`config.mk`:
```
export PLATFORM = sky130hd
export DESIGN_NAME = mem_port_arbiter
export DESIGN_NICKNAME = d
export VERILOG_FILES = /design/src/rtl/mem_port_arbiter_pkg.sv /design/src/rtl/mem_port_arbiter_rr_arb2.sv /design/src/rtl/mem_port_arbiter.sv
export SDC_FILE = /design/constraint.sdc
export NUM_CORES = 1
export LEC_CHECK = 0
export CORE_UTILIZATION = 37
export CTS_CLUSTER_DIAMETER = 50
export DETAILED_ROUTE_END_ITERATION = 12
export HOLD_SLACK_MARGIN = 0.08
export PLACE_DENSITY_LB_ADDON = 0.15
export SLEW_MARGIN = 20
export SYNTH_ARGS = -nofsm -noshare
export SYNTH_HDL_FRONTEND = slang
export SYNTH_SLANG_ARGS = --single-unit
```
`constraint.sdc`:
```
create_clock -name clk -period 1.8 [get_ports clk]
set_input_delay 0.45 -clock clk [delete_from_list [all_inputs] [get_ports clk]]
set_output_delay 0.45 -clock clk [all_outputs]
set_load 0.03 [all_outputs]
```
`src/rtl/mem_port_arbiter_pkg.sv`:
```
// mem_port_arbiter_pkg: shared state/owner encodings for the memory port arbiter
package mem_port_arbiter_pkg;
  typedef enum logic [1:0] {
    ST_IDLE   = 2'd0,
    ST_ACCESS = 2'd1,
    ST_WAIT   = 2'd2,
    ST_RESP   = 2'd3
  } state_t;
  typedef logic owner_t;
  localparam owner_t OWN_IF = 1'b0;
  localparam owner_t OWN_DM = 1'b1;
  localparam int CNT_W = 3;
endpackage

```
`src/rtl/mem_port_arbiter_rr_arb2.sv`:
```
// rr_arb2: two-way round-robin picker; on a tie the requester that did not own the port last wins
module rr_arb2
  import mem_port_arbiter_pkg::*;
(
  input  logic [1:0] i_req,
  input  owner_t     i_last,
  output owner_t     o_winner,
  output logic       o_valid
);
  assign o_valid  = |i_req;
  assign o_winner = &i_req ? owner_t'(~i_last) : owner_t'(i_req[1]);
endmodule

```
`src/rtl/mem_port_arbiter.sv`:
```
// mem_port_arbiter: shares one memory port between instruction fetch and data access
module mem_port_arbiter
  import mem_port_arbiter_pkg::*;
#(
  parameter int AW      = 16,
  parameter int DW      = 16,
  parameter int MEM_LAT = 2
) (
  input  logic          clk,
  input  logic          rst,
  input  logic          if_req,
  input  logic [AW-1:0] if_addr,
  output logic          if_gnt,
  output logic          if_rvalid,
  output logic [DW-1:0] if_rdata,
  input  logic          dm_req,
  input  logic          dm_we,
  input  logic [AW-1:0] dm_addr,
  input  logic [DW-1:0] dm_wdata,
  output logic          dm_gnt,
  output logic          dm_rvalid,
  output logic [DW-1:0] dm_rdata,
  output logic          mem_en,
  output logic          mem_we,
  output logic [AW-1:0] mem_addr,
  output logic [DW-1:0] mem_wdata,
  input  logic [DW-1:0] mem_rdata,
  output logic          busy
);
  localparam logic [CNT_W-1:0] LAT_M1 = CNT_W'(MEM_LAT - 1);
  state_t           r_state, w_next;
  owner_t           r_owner, w_win;
  logic             w_vld, w_arb, w_cap;
  logic [CNT_W-1:0] r_cnt;
  logic             r_if_gnt, r_if_rvalid, r_dm_gnt, r_dm_rvalid, r_mem_en, r_mem_we, r_busy;
  logic [DW-1:0]    r_if_rdata, r_dm_rdata, r_mem_wdata;
  logic [AW-1:0]    r_mem_addr;
  rr_arb2 u_arb (
    .i_req    ({dm_req, if_req}),
    .i_last   (r_owner),
    .o_winner (w_win),
    .o_valid  (w_vld)
  );
  always_comb begin
    w_arb  = (r_state == ST_IDLE || r_state == ST_RESP) && w_vld;
    w_cap  = r_state == ST_WAIT && r_cnt == '0;
    w_next = r_state;
    case (r_state)
      ST_IDLE, ST_RESP: w_next = w_arb ? ST_ACCESS : ST_IDLE;
      ST_ACCESS:        w_next = r_mem_we ? ST_IDLE : ST_WAIT;
      ST_WAIT:          w_next = w_cap ? ST_RESP : ST_WAIT;
      default:          w_next = ST_IDLE;
    endcase
  end
  // outputs are registered from the next state so they line up with the state they belong to
  always_ff @(posedge clk) begin
    if (rst) begin
      r_state     <= ST_IDLE;
      r_owner     <= OWN_DM;
      r_cnt       <= '0;
      r_if_gnt    <= 1'b0;
      r_if_rvalid <= 1'b0;
      r_dm_gnt    <= 1'b0;
      r_dm_rvalid <= 1'b0;
      r_mem_en    <= 1'b0;
      r_mem_we    <= 1'b0;
      r_busy      <= 1'b0;
      r_if_rdata  <= '0;
      r_dm_rdata  <= '0;
      r_mem_addr  <= '0;
      r_mem_wdata <= '0;
    end else begin
      r_state     <= w_next;
      r_busy      <= w_next != ST_IDLE;
      r_mem_en    <= w_arb;
      r_if_gnt    <= w_arb && w_win == OWN_IF;
      r_dm_gnt    <= w_arb && w_win == OWN_DM;
      r_mem_we    <= w_arb && w_win == OWN_DM && dm_we;
      r_if_rvalid <= w_cap && r_owner == OWN_IF;
      r_dm_rvalid <= w_cap && r_owner == OWN_DM;
      if (r_state == ST_ACCESS)
        r_cnt <= LAT_M1;
      else if (r_state == ST_WAIT)
        r_cnt <= r_cnt - 1'b1;
      if (w_arb) begin
        r_owner    <= w_win;
        r_mem_addr <= w_win == OWN_DM ? dm_addr : if_addr;
        if (w_win == OWN_DM)
          r_mem_wdata <= dm_wdata;
      end
      if (w_cap && r_owner == OWN_IF)
        r_if_rdata <= mem_rdata;
      if (w_cap && r_owner == OWN_DM)
        r_dm_rdata <= mem_rdata;
    end
  end
  assign if_gnt    = r_if_gnt;
  assign if_rvalid = r_if_rvalid;
  assign if_rdata  = r_if_rdata;
  assign dm_gnt    = r_dm_gnt;
  assign dm_rvalid = r_dm_rvalid;
  assign dm_rdata  = r_dm_rdata;
  assign mem_en    = r_mem_en;
  assign mem_we    = r_mem_we;
  assign mem_addr  = r_mem_addr;
  assign mem_wdata = r_mem_wdata;
  assign busy      = r_busy;
endmodule
```
* Word level (Yosys, flattened, before mapping)
Cells that the tools add are included.
W data, S select, Z words.
** Operators by class
- $add $sub $neg :: 1
- Eq/ne operators :: 3
- Muxes and demuxes :: 8
- Bitwise logic cells :: 2
- Reduce and logical (&&, ||, !) cells :: 17
** Operators by type and width (number)
- $mux W16 :: 1
- $logic_and A1 B1 Y1 :: 7
- $pmux W2 S3 :: 1
- $reduce_or A2 Y1 :: 3
- $mux W1 :: 5
- $eq A2 B2 Y1 const B :: 2
- $reduce_and A2 Y1 :: 2
- $reduce_bool A2 Y1 :: 2
- $logic_not A3 Y1 :: 1
- $sub A3 B1 Y3 const B :: 1
- $eq A2 B1 Y1 const B :: 1
- $logic_not A2 Y1 :: 1
- $mux W2 :: 1
- $not A1 Y1 :: 2
- $logic_or A1 B1 Y1 :: 1
** Storage, ports and cells
- Flip-flop bits (word level) :: 77
- Bits of input ports :: 69
- Output and inout port bits :: 71
- Logic and storage cells :: 46

* Longest topological paths before layout
Gate-level depths: netlist of the first run.
- Word-level depth :: 6
- Gate-level depth with buffers :: 8
- Depth with buffers taken out :: 5

* By module
A second synthesis of the first run with hierarchy kept.
** Second synthesis, totals
- Cell total of the unflattened synthesis :: 301
- Area, all modules :: 2876.5 µm²
** By module, submodules not included
- mem_port_arbiter :: times used 1, cells each 299, area each 2862.7 µm², sequential area each 1541.5 µm²
- rr_arb2 :: times used 1, cells each 2, area each 13.8 µm², sequential area each 0.0 µm²

* Least setup slack after synthesis of the first run
OpenSTA, ideal clock, no wires.
- Path type :: register to register
- From :: reg r_state[0]
- To :: reg r_mem_addr[10] (netlist: mem_addr[10])
- Setup time :: 0.122 ns
- Arrival time :: 1.638 ns
- Required time :: 1.678 ns
- Setup slack :: 0.041 ns
- Cell stages (with the launch flop) :: 9
- Buffers on the path :: 3
- Period minus slack after synthesis :: 1.759 ns
- Cell sequence :: dfxtp_1 > inv_1 > ha_1 > buf_6 > nor2b_4 > and3_4 > buf_6 > buf_8 > a221o_1
** On the way
- Longest elaborated chain between the ends :: 3
- Elaborated cells on any way between the ends :: 4
- Classes of those cells :: eq/ne (1); reduce/logical (3)
** Ends and longest elaborated chain
- from (decl) :: line mem_port_arbiter.sv:31 : state_t r_state, w_next;
- from (signal assigned) :: line mem_port_arbiter.sv:73 : r_state <= w_next;
- $eq A2 B2 Y1 / $logic_not A2 Y1 (equally long branches) :: line mem_port_arbiter.sv:45 : w_arb = (r_state == ST_IDLE || r_state == ST_RESP) && w_vld;
- $logic_or A1 B1 Y1 (*) :: line mem_port_arbiter.sv:45
- $logic_and A1 B1 Y1 (*) :: line mem_port_arbiter.sv:45
- to (signal assigned) :: line mem_port_arbiter.sv:87 : r_mem_addr <= w_win == OWN_DM ? dm_addr : if_addr;
- to (decl) :: line mem_port_arbiter.sv:37 : logic [AW-1:0] r_mem_addr;
Every way passes the cells marked *; elsewhere a longest branch is shown, timed or not.
A chain may end at the register's enable or synchronous reset.

* Worst setup path in the final report of the first run
- From :: reg r_if_rvalid (netlist: if_rvalid)
- To :: out if_rvalid
** RTL lines
- from (decl) :: line mem_port_arbiter.sv:35 : logic r_if_gnt, r_if_rvalid, r_dm_gnt, r_dm_rvalid, r_mem_en, r_mem_we, r_busy;
- from (signal assigned) :: line mem_port_arbiter.sv:62 : r_if_rvalid <= 1'b0;
- from (signal assigned) :: line mem_port_arbiter.sv:79 : r_if_rvalid <= w_cap && r_owner == OWN_IF;
- to (decl) :: line mem_port_arbiter.sv:14 : output logic if_rvalid,
No word-level cell between the ends.

==> run summary, run 1 <==
## Global route
• number of antenna violations at the first check in global routing: 0
• wire length of the first global-routing pass: 12400 um
• global router's overall resource usage: 18.8%
• vias in the first global route: 2613
• global-route congestion overflow total: 0
• largest net degree at the start of global routing: 30

## Setup path
• maximum fanout encountered on the critical timing path: 1
• Data arrival, critical path: 1310 ps
• slowest CP cell: clkdlybuf4s50_1
• Critical Path Start Type: flop
• cell depth of the worst flop-to-flop path: 5
• required time worst endpoint: 1350 ps
• kind of end point of the critical path: primary output
• setup slack of the worst register-to-register path: 170 ps
• cell family with the largest share of critical-path delay: buffers and inverters
• destination of the worst register-to-register timing path: mem_addr[4]
• cell breakdown of the critical path: clkdlybuf4s50_1
• Worst Setup Path Type: flop to primary output
• delay of the slowest critical-path stage: 660 ps
• number of buffer and inverter stages on the critical path: 1
• FF-to-FF Start: r_state[0]

## Yosys
• mux share of post-synthesis cell area: 0%
• largest cells by area after synthesis: dfxtp_1 (53%), nand2_1 (8.8%), a21oi_1 (8.4%)
• Syn Inst Count: 323
• Yosys reg bits: 77
• share of synthesized cell area in full adder, half adder and majority cells: 2.13%
• count of cell types in the netlist: 33
• fraction of registers with async set/reset: 0%
• Synth area leader: dfxtp_1
• top flip-flop cell by instance count after synthesis: dfxtp_1
• number of synthesized flops with an enable pin: 0
• Yosys warning count: 0
• post-synthesis compound-gate area fraction: 18.1%
• Seq/Total Area, Yosys: 52.6%
• parity-gate share of the synthesized area counting xor and xnor cells: 0.299%
• basic-gate share of the synthesized area counting and, or, nand and nor cells: 20.7%
• summed instance area of the synthesized netlist: 0.00293 mm^2
• dominant combinational cell family by area after synthesis: simple AND/OR/NAND/NOR gates
• net count after synthesis: 397
• post-synthesis average cell area: 9.07 um^2
• share of the synthesized area in the top cell type: 52.6%

## Detailed routing
• Via density: 4.96
• count of antenna-violating nets left after detailed routing: 0
• 1st-pass router iterations: 4
• Iteration-0 DRC Markers: 96
• average wire per cell in the routed design: 13.4 um
• number of vias after detailed routing: 2803
• DRC violation count after routing: 0
• total routed wirelength: 7600 um

## Final layout
• number of cells in the finished layout apart from fillers: 565
• final layout net count: 532
• ratio of cells with drive above 1 in the final layout: 7.34%
• Ant. Diodes: 0
• synthesis-to-finish area growth: 55.4%

## Clock network
• number of setup buffers added after CTS: 0
• clock insertion delay at the later pin of the skew report: 350 ps
• post-CTS clock slew at the launch and capture registers of the worst setup and hold paths: 70 ps
• Sinks on Clock Net: 77
• CTS tree: yes
• number of buffers between clock root and the deepest sink: 2
• hold buffer count at cts: 0
• Clk Tree Root Cell: clkbuf_8
• CTS H-tree depth: 3
• total clock buffers created by CTS: 9

## Placed design
• placed instance count: 549
• worst slack after detailed placement: -38.0 ps
• routability congestion estimate from global placement: 0.721
• Port Buf Inserts: 139
• HPWL Detailed: 5260 um

## Run status
• outcome: finished clean

## Power and ir drop
• static leakage: 2.03 nW
• Max rail drop VDD: 0.338 mV
• power density over the cells: 826 mW/mm^2

## STA
• Final Hold Vio Count: 0
• final setup margin: 36.7 ps
• Worst-Margin Slew: 534 ps
• Fin Clk Skew: 7.85 ps
• final count of pins violating max slew: 0
• tightest slew margin relative to the limit: 64.3%
• total of endpoints with negative setup slack in the final report: 0
• setup repair after global routing missed its margin: false
• peak clock frequency supported by timing: 567 MHz
• Tcrit/Tclk final: 98.0%
• crit path time final: 1760 ps

## Floorplanning
• Vert. Die Dim: 91.0 um
• starting density of the core: 38.1%
• I/O pin total: 140
• site row count: 32
• die area: 0.00828 mm^2
• die width: 91.0 um
• area inside the core boundary: 0.00769 mm^2

## Min path
• end point of the most critical hold path: r_owner
• hold path startpoint: rst
• Hold Path Class: input pin to flop
• Worst Hold Depth: 2

## Job
• # Max-Cap Violations: 0

## logic make-up after synthesis
kind of cell | count (synthesis)
buffers and inverters | 33
adder cells (fa/ha/maj) | 5
AO/OA/AOI/OAI | 87
AND/OR/NAND/NOR | 120
flip-flops | 77
XOR/XNOR | 1
## metrics by stage
| step | instance area (um^2) | power (mW) | util, % | hold slack [ps] | TNS, ps |
|---|---|---|---|---|---|
| 4_1_cts | 4530 | 3.80 | 58.9 | 431 | 0 |
| 5_1_grt | 4550 | 3.94 | 59.2 | 448 | 0 |
| 2_1_floorplan | 2930 | 2.30 | - | 457 | 0 |
| 3_3_place_gp | 4430 | 2.69 | 57.6 | 441 | -110 |
| 3_5_place_dp | 4430 | 2.70 | 57.6 | 446 | -436 |
| 6_report | 4550 | 3.76 | 59.2 | 439 | 0 |
## layer usage
layer | GRT usage [%] | part of all wire, %
met1 | 24.0 | 46
met5 | 0 | 0
met2 | 29.8 | 46
met3 | 4.94 | 6.2
met4 | 7.94 | 1.7
## timing repair
item                                    in CTS  in global routing
endpoints found under the setup margin      61                 15
gates resized for setup                     61                 10
cloned                                       0                  0
## state kept, by name (all words and copies together), names as in the netlist
signal	count
busy	1
dm_gnt	1
dm_rdata	16
dm_rvalid	1
if_gnt	1
if_rdata	16
if_rvalid	1
mem_addr	16
mem_en	1
mem_wdata	16
mem_we	1
r_cnt	3
r_owner	1
r_state	2
## worst max-delay path by stage
stage | startpoint | to | slack (ps) | cells past startpoint
floorplan | r_state[0] | mem_addr[10] | 40 | 8
global placement | if_req | mem_addr[0] | -10 | 5
detailed placement | if_req | mem_addr[1] | -40 | 5
CTS | dm_rvalid | dm_rvalid | 0.04 | 1
global route | if_rvalid | if_rvalid | 5 | 1
finish | if_rvalid | if_rvalid | 40 | 1
## power breakdown
group | internal (mW) | switching [mW]
registers | 1.79 | 0.0440
clock network | 0.532 | 0.625
logic | 0.354 | 0.412
total | 2.68 | 1.08
## cells in the mapped netlist (all sizes together) (2+ instances only)
master and number:
ha 5, a221o 16, buf 19, dfxtp 77, clkbuf 8, o21ai 17, a21oi 49, and2 3
nor2 3, inv 6, nand3 16, nor3 4, nor3b 16, nand2b 2, nand2 69
## layout make-up
class	instances	area, um^2
flip-flops and latches	77	1540
clock buffers	10	138
inverters	6	22.5
well taps	102	128
fillers	713	3130
clock inverters	6	38.8
multi-input cells	213	1230
repair buffers	151	1460
## layout by cell type, fill, tap and decap left out, types with 2 or more instances in the layout
| master | instances |
|---|---|
| a21oi_1 | 49 |
| dlymetal6s2s_1 | 9 |
| dfxtp_1 | 77 |
| a221o_1 | 16 |
| clkinv_2 | 3 |
| nand2_1 | 69 |
| nor3_1 | 3 |
| nor3b_1 | 16 |
| clkdlybuf4s50_1 | 68 |
| o21ai_0 | 17 |
| ha_1 | 4 |
| clkinvlp_4 | 2 |
| and2_1 | 3 |
| nand2b_1 | 2 |
| buf_4 | 9 |
| buf_12 | 3 |
| inv_1 | 6 |
| nor2_1 | 3 |
| nand3_1 | 16 |
| dlygate4sd2_1 | 61 |
| clkbuf_8 | 10 |
Power figures use the tool's default switching activity.
==> run 2, diff against run 1 <==
--- a/config.mk
+++ b/config.mk
@@ -8,6 +8,7 @@
 export CORE_UTILIZATION = 37
 export CTS_CLUSTER_DIAMETER = 50
 export DETAILED_ROUTE_END_ITERATION = 12
+export GPL_TIMING_DRIVEN = 0
 export HOLD_SLACK_MARGIN = 0.08
 export PLACE_DENSITY_LB_ADDON = 0.15
 export SLEW_MARGIN = 20
==> run 2 against run 1 <==
Against the previous run: clock skew is 0.64 ps higher; global-route usage is 0.16 points lower; clock-buffer cell count is 1 higher; fmax is 0.21% higher; highest routed layer unchanged.
==> run summary, run 2 (synthesis results as in run 1) <==
## Run status
• outcome: finished clean

## Setup path
• cell breakdown of the critical path: clkdlybuf4s50_1
• number of buffer and inverter stages on the critical path: 1
• delay of the slowest critical-path stage: 660 ps
• maximum fanout encountered on the critical timing path: 1
• Worst Setup Path Type: flop to primary output
• slowest CP cell: clkdlybuf4s50_1
• Critical Path Start Type: flop
• Data arrival, critical path: 1310 ps
• cell family with the largest share of critical-path delay: buffers and inverters
• required time worst endpoint: 1350 ps
• kind of end point of the critical path: primary output

## Power and ir drop
• clock share of power: 34.0%
• overall power of the completed layout: 3.97 mW
• relative contribution of combinational cells to total power: 19.8%
• internal power contribution: 2.87 mW
• power spent charging and discharging nets: 1.10 mW
• switching portion of total power: 27.6%
• Max rail drop VDD: 0.406 mV
• Flop pwr share: 46.3%
• static leakage: 2.11 nW
• power density over the cells: 850 mW/mm^2

## Final layout
• synthesis-to-finish area growth: 59.3%
• final layout net count: 548
• top library cells by usage in the layout, fill and taps aside: dfxtp_1 (76), nand2_1 (69), clkdlybuf4s50_1 (69)
• flip-flop and latch area: 0.00154 mm^2
• ratio of cells with drive above 1 in the final layout: 10.4%
• commonest non-fill, non-tap cell in the layout: dfxtp_1
• total of fill cells in the finished design: 722
• Ant. Diodes: 0
• total area of multi-input combinational cells: 0.00124 mm^2

## Global route
• wire length of the first global-routing pass: 12400 um
• largest net degree at the start of global routing: 14
• routing usage on met3: 6.03%
• global router's overall resource usage: 18.6%
• vias in the first global route: 2691
• global routing met2 resource utilization: 29.5%
• number of antenna violations at the first check in global routing: 0
• met1 GRT Util: 22.4%
• global routing's busiest layer: met2
• global-route congestion overflow total: 0

## Floorplanning
• site row count: 32
• I/O pin total: 140
• die area: 0.00828 mm^2
• Vert. Die Dim: 91.0 um
• die width: 91.0 um
• area inside the core boundary: 0.00769 mm^2
• starting density of the core: 38.1%

## Clock network
• Clk Tree Root Cell: clkbuf_8
• CTS tree: yes
• Sinks on Clock Net: 77
• hold buffer count at cts: 0
• CTS H-tree depth: 3
• post-CTS clock slew at the launch and capture registers of the worst setup and hold paths: 80 ps
• total clock buffers created by CTS: 9
• clock insertion delay at the later pin of the skew report: 340 ps
• number of buffers between clock root and the deepest sink: 2

## STA
• Final Hold Vio Count: 0
• tightest slew margin relative to the limit: 69.9%
• Worst-Margin Slew: 451 ps
• Tcrit/Tclk final: 97.8%
• total of endpoints with negative setup slack in the final report: 0
• final count of pins violating max slew: 0
• Fin Clk Skew: 8.49 ps
• crit path time final: 1760 ps
• peak clock frequency supported by timing: 568 MHz
• hold_ws: 452 ps

## Detailed routing
• number of vias after detailed routing: 2839
• average wire per cell in the routed design: 13.4 um
• count of antenna-violating nets left after detailed routing: 0
• total routed wirelength: 7810 um
• 1st-pass router iterations: 4
• DRC violation count after routing: 0
• Iteration-0 DRC Markers: 91
• Via density: 4.89

## Min path
• Hold Path Class: flop to flop

## Job
• # Max-Cap Violations: 0

## Placed design
• routability congestion estimate from global placement: 0.746
• HPWL Detailed: 5700 um
• Port Buf Inserts: 139

==> run 2: cell types whose count changed in the layout (fill, tap and decap cells not counted), moves of 2 or more <==
cell,change
buf_6,+3
clkbuf_2,+3
buf_2,+12
buf_12,-3
clkinv_2,-2
buf_4,-3
==> run 2: layout make-up <==
class	count	share of cell area [%]
buffer	24	3.32
sequential	77	33.0
multi-input combinational	213	26.5
clock buffer	11	3.24
tap	102	2.73
timing repair buffer	143	29.4
inverter	6	0.482
clock inverter	5	1.26
==> run 2: metrics by stage <==
| stage | TNS, ps | setup slack [ps] | utilization [%] | instances | instance area [um^2] |
|---|---|---|---|---|---|
| after floorplan | 0 | 40.5 | - | 323 | 2930 |
| after detailed placement | -13960 | -286 | 57.9 | 564 | 4450 |
| final | 0 | 40.4 | 60.7 | 581 | 4670 |
| after global placement | -13290 | -271 | 57.9 | 564 | 4450 |
| after CTS | 0 | 2.37 | 59.8 | 582 | 4600 |
| after global routing | -1.46 | -1.46 | 60.7 | 581 | 4670 |
==> run 2: final timing paths <==
kind / from / end / depth (start not counted) / slack [ps]
worst min register to register: if_rdata[14] / if_rdata[14] / 2 / 450
worst max register to register: r_state[0] / mem_addr[8] / 8 / 60
worst max-delay path: dm_gnt / dm_gnt / 1 / 40
worst min-delay path: if_rdata[14] / if_rdata[14] / 2 / 450
==> run 2: timing repair <==
action | CTS | global route
endpoints found under the setup margin | 81 | 50
gates resized for setup | 61 | 23
pin swaps | 1 | 3
buffers inserted | 2 | 2
==> run 2: layer usage <==
layer  vias to the layer above  part of all wire [%]
met5                         -                     0
met3                        13                   7.9
li1                       1423                     -
met4                         0                   1.7
met2                       102                    47
met1                      1301                    44
==> run 2: power groups by stage <==
| stage | clock network (mW) | logic [mW] | registers, mW |
|---|---|---|---|
| 3_5_place_dp | 0 | 0.815 | 1.88 |
| 3_3_place_gp | 0 | 0.806 | 1.87 |
| 2_1_floorplan | 0 | 0.263 | 2.04 |
| 4_1_cts | 1.38 | 0.777 | 1.84 |
| 6_report | 1.35 | 0.784 | 1.84 |
| 5_1_grt | 1.45 | 0.840 | 1.85 |
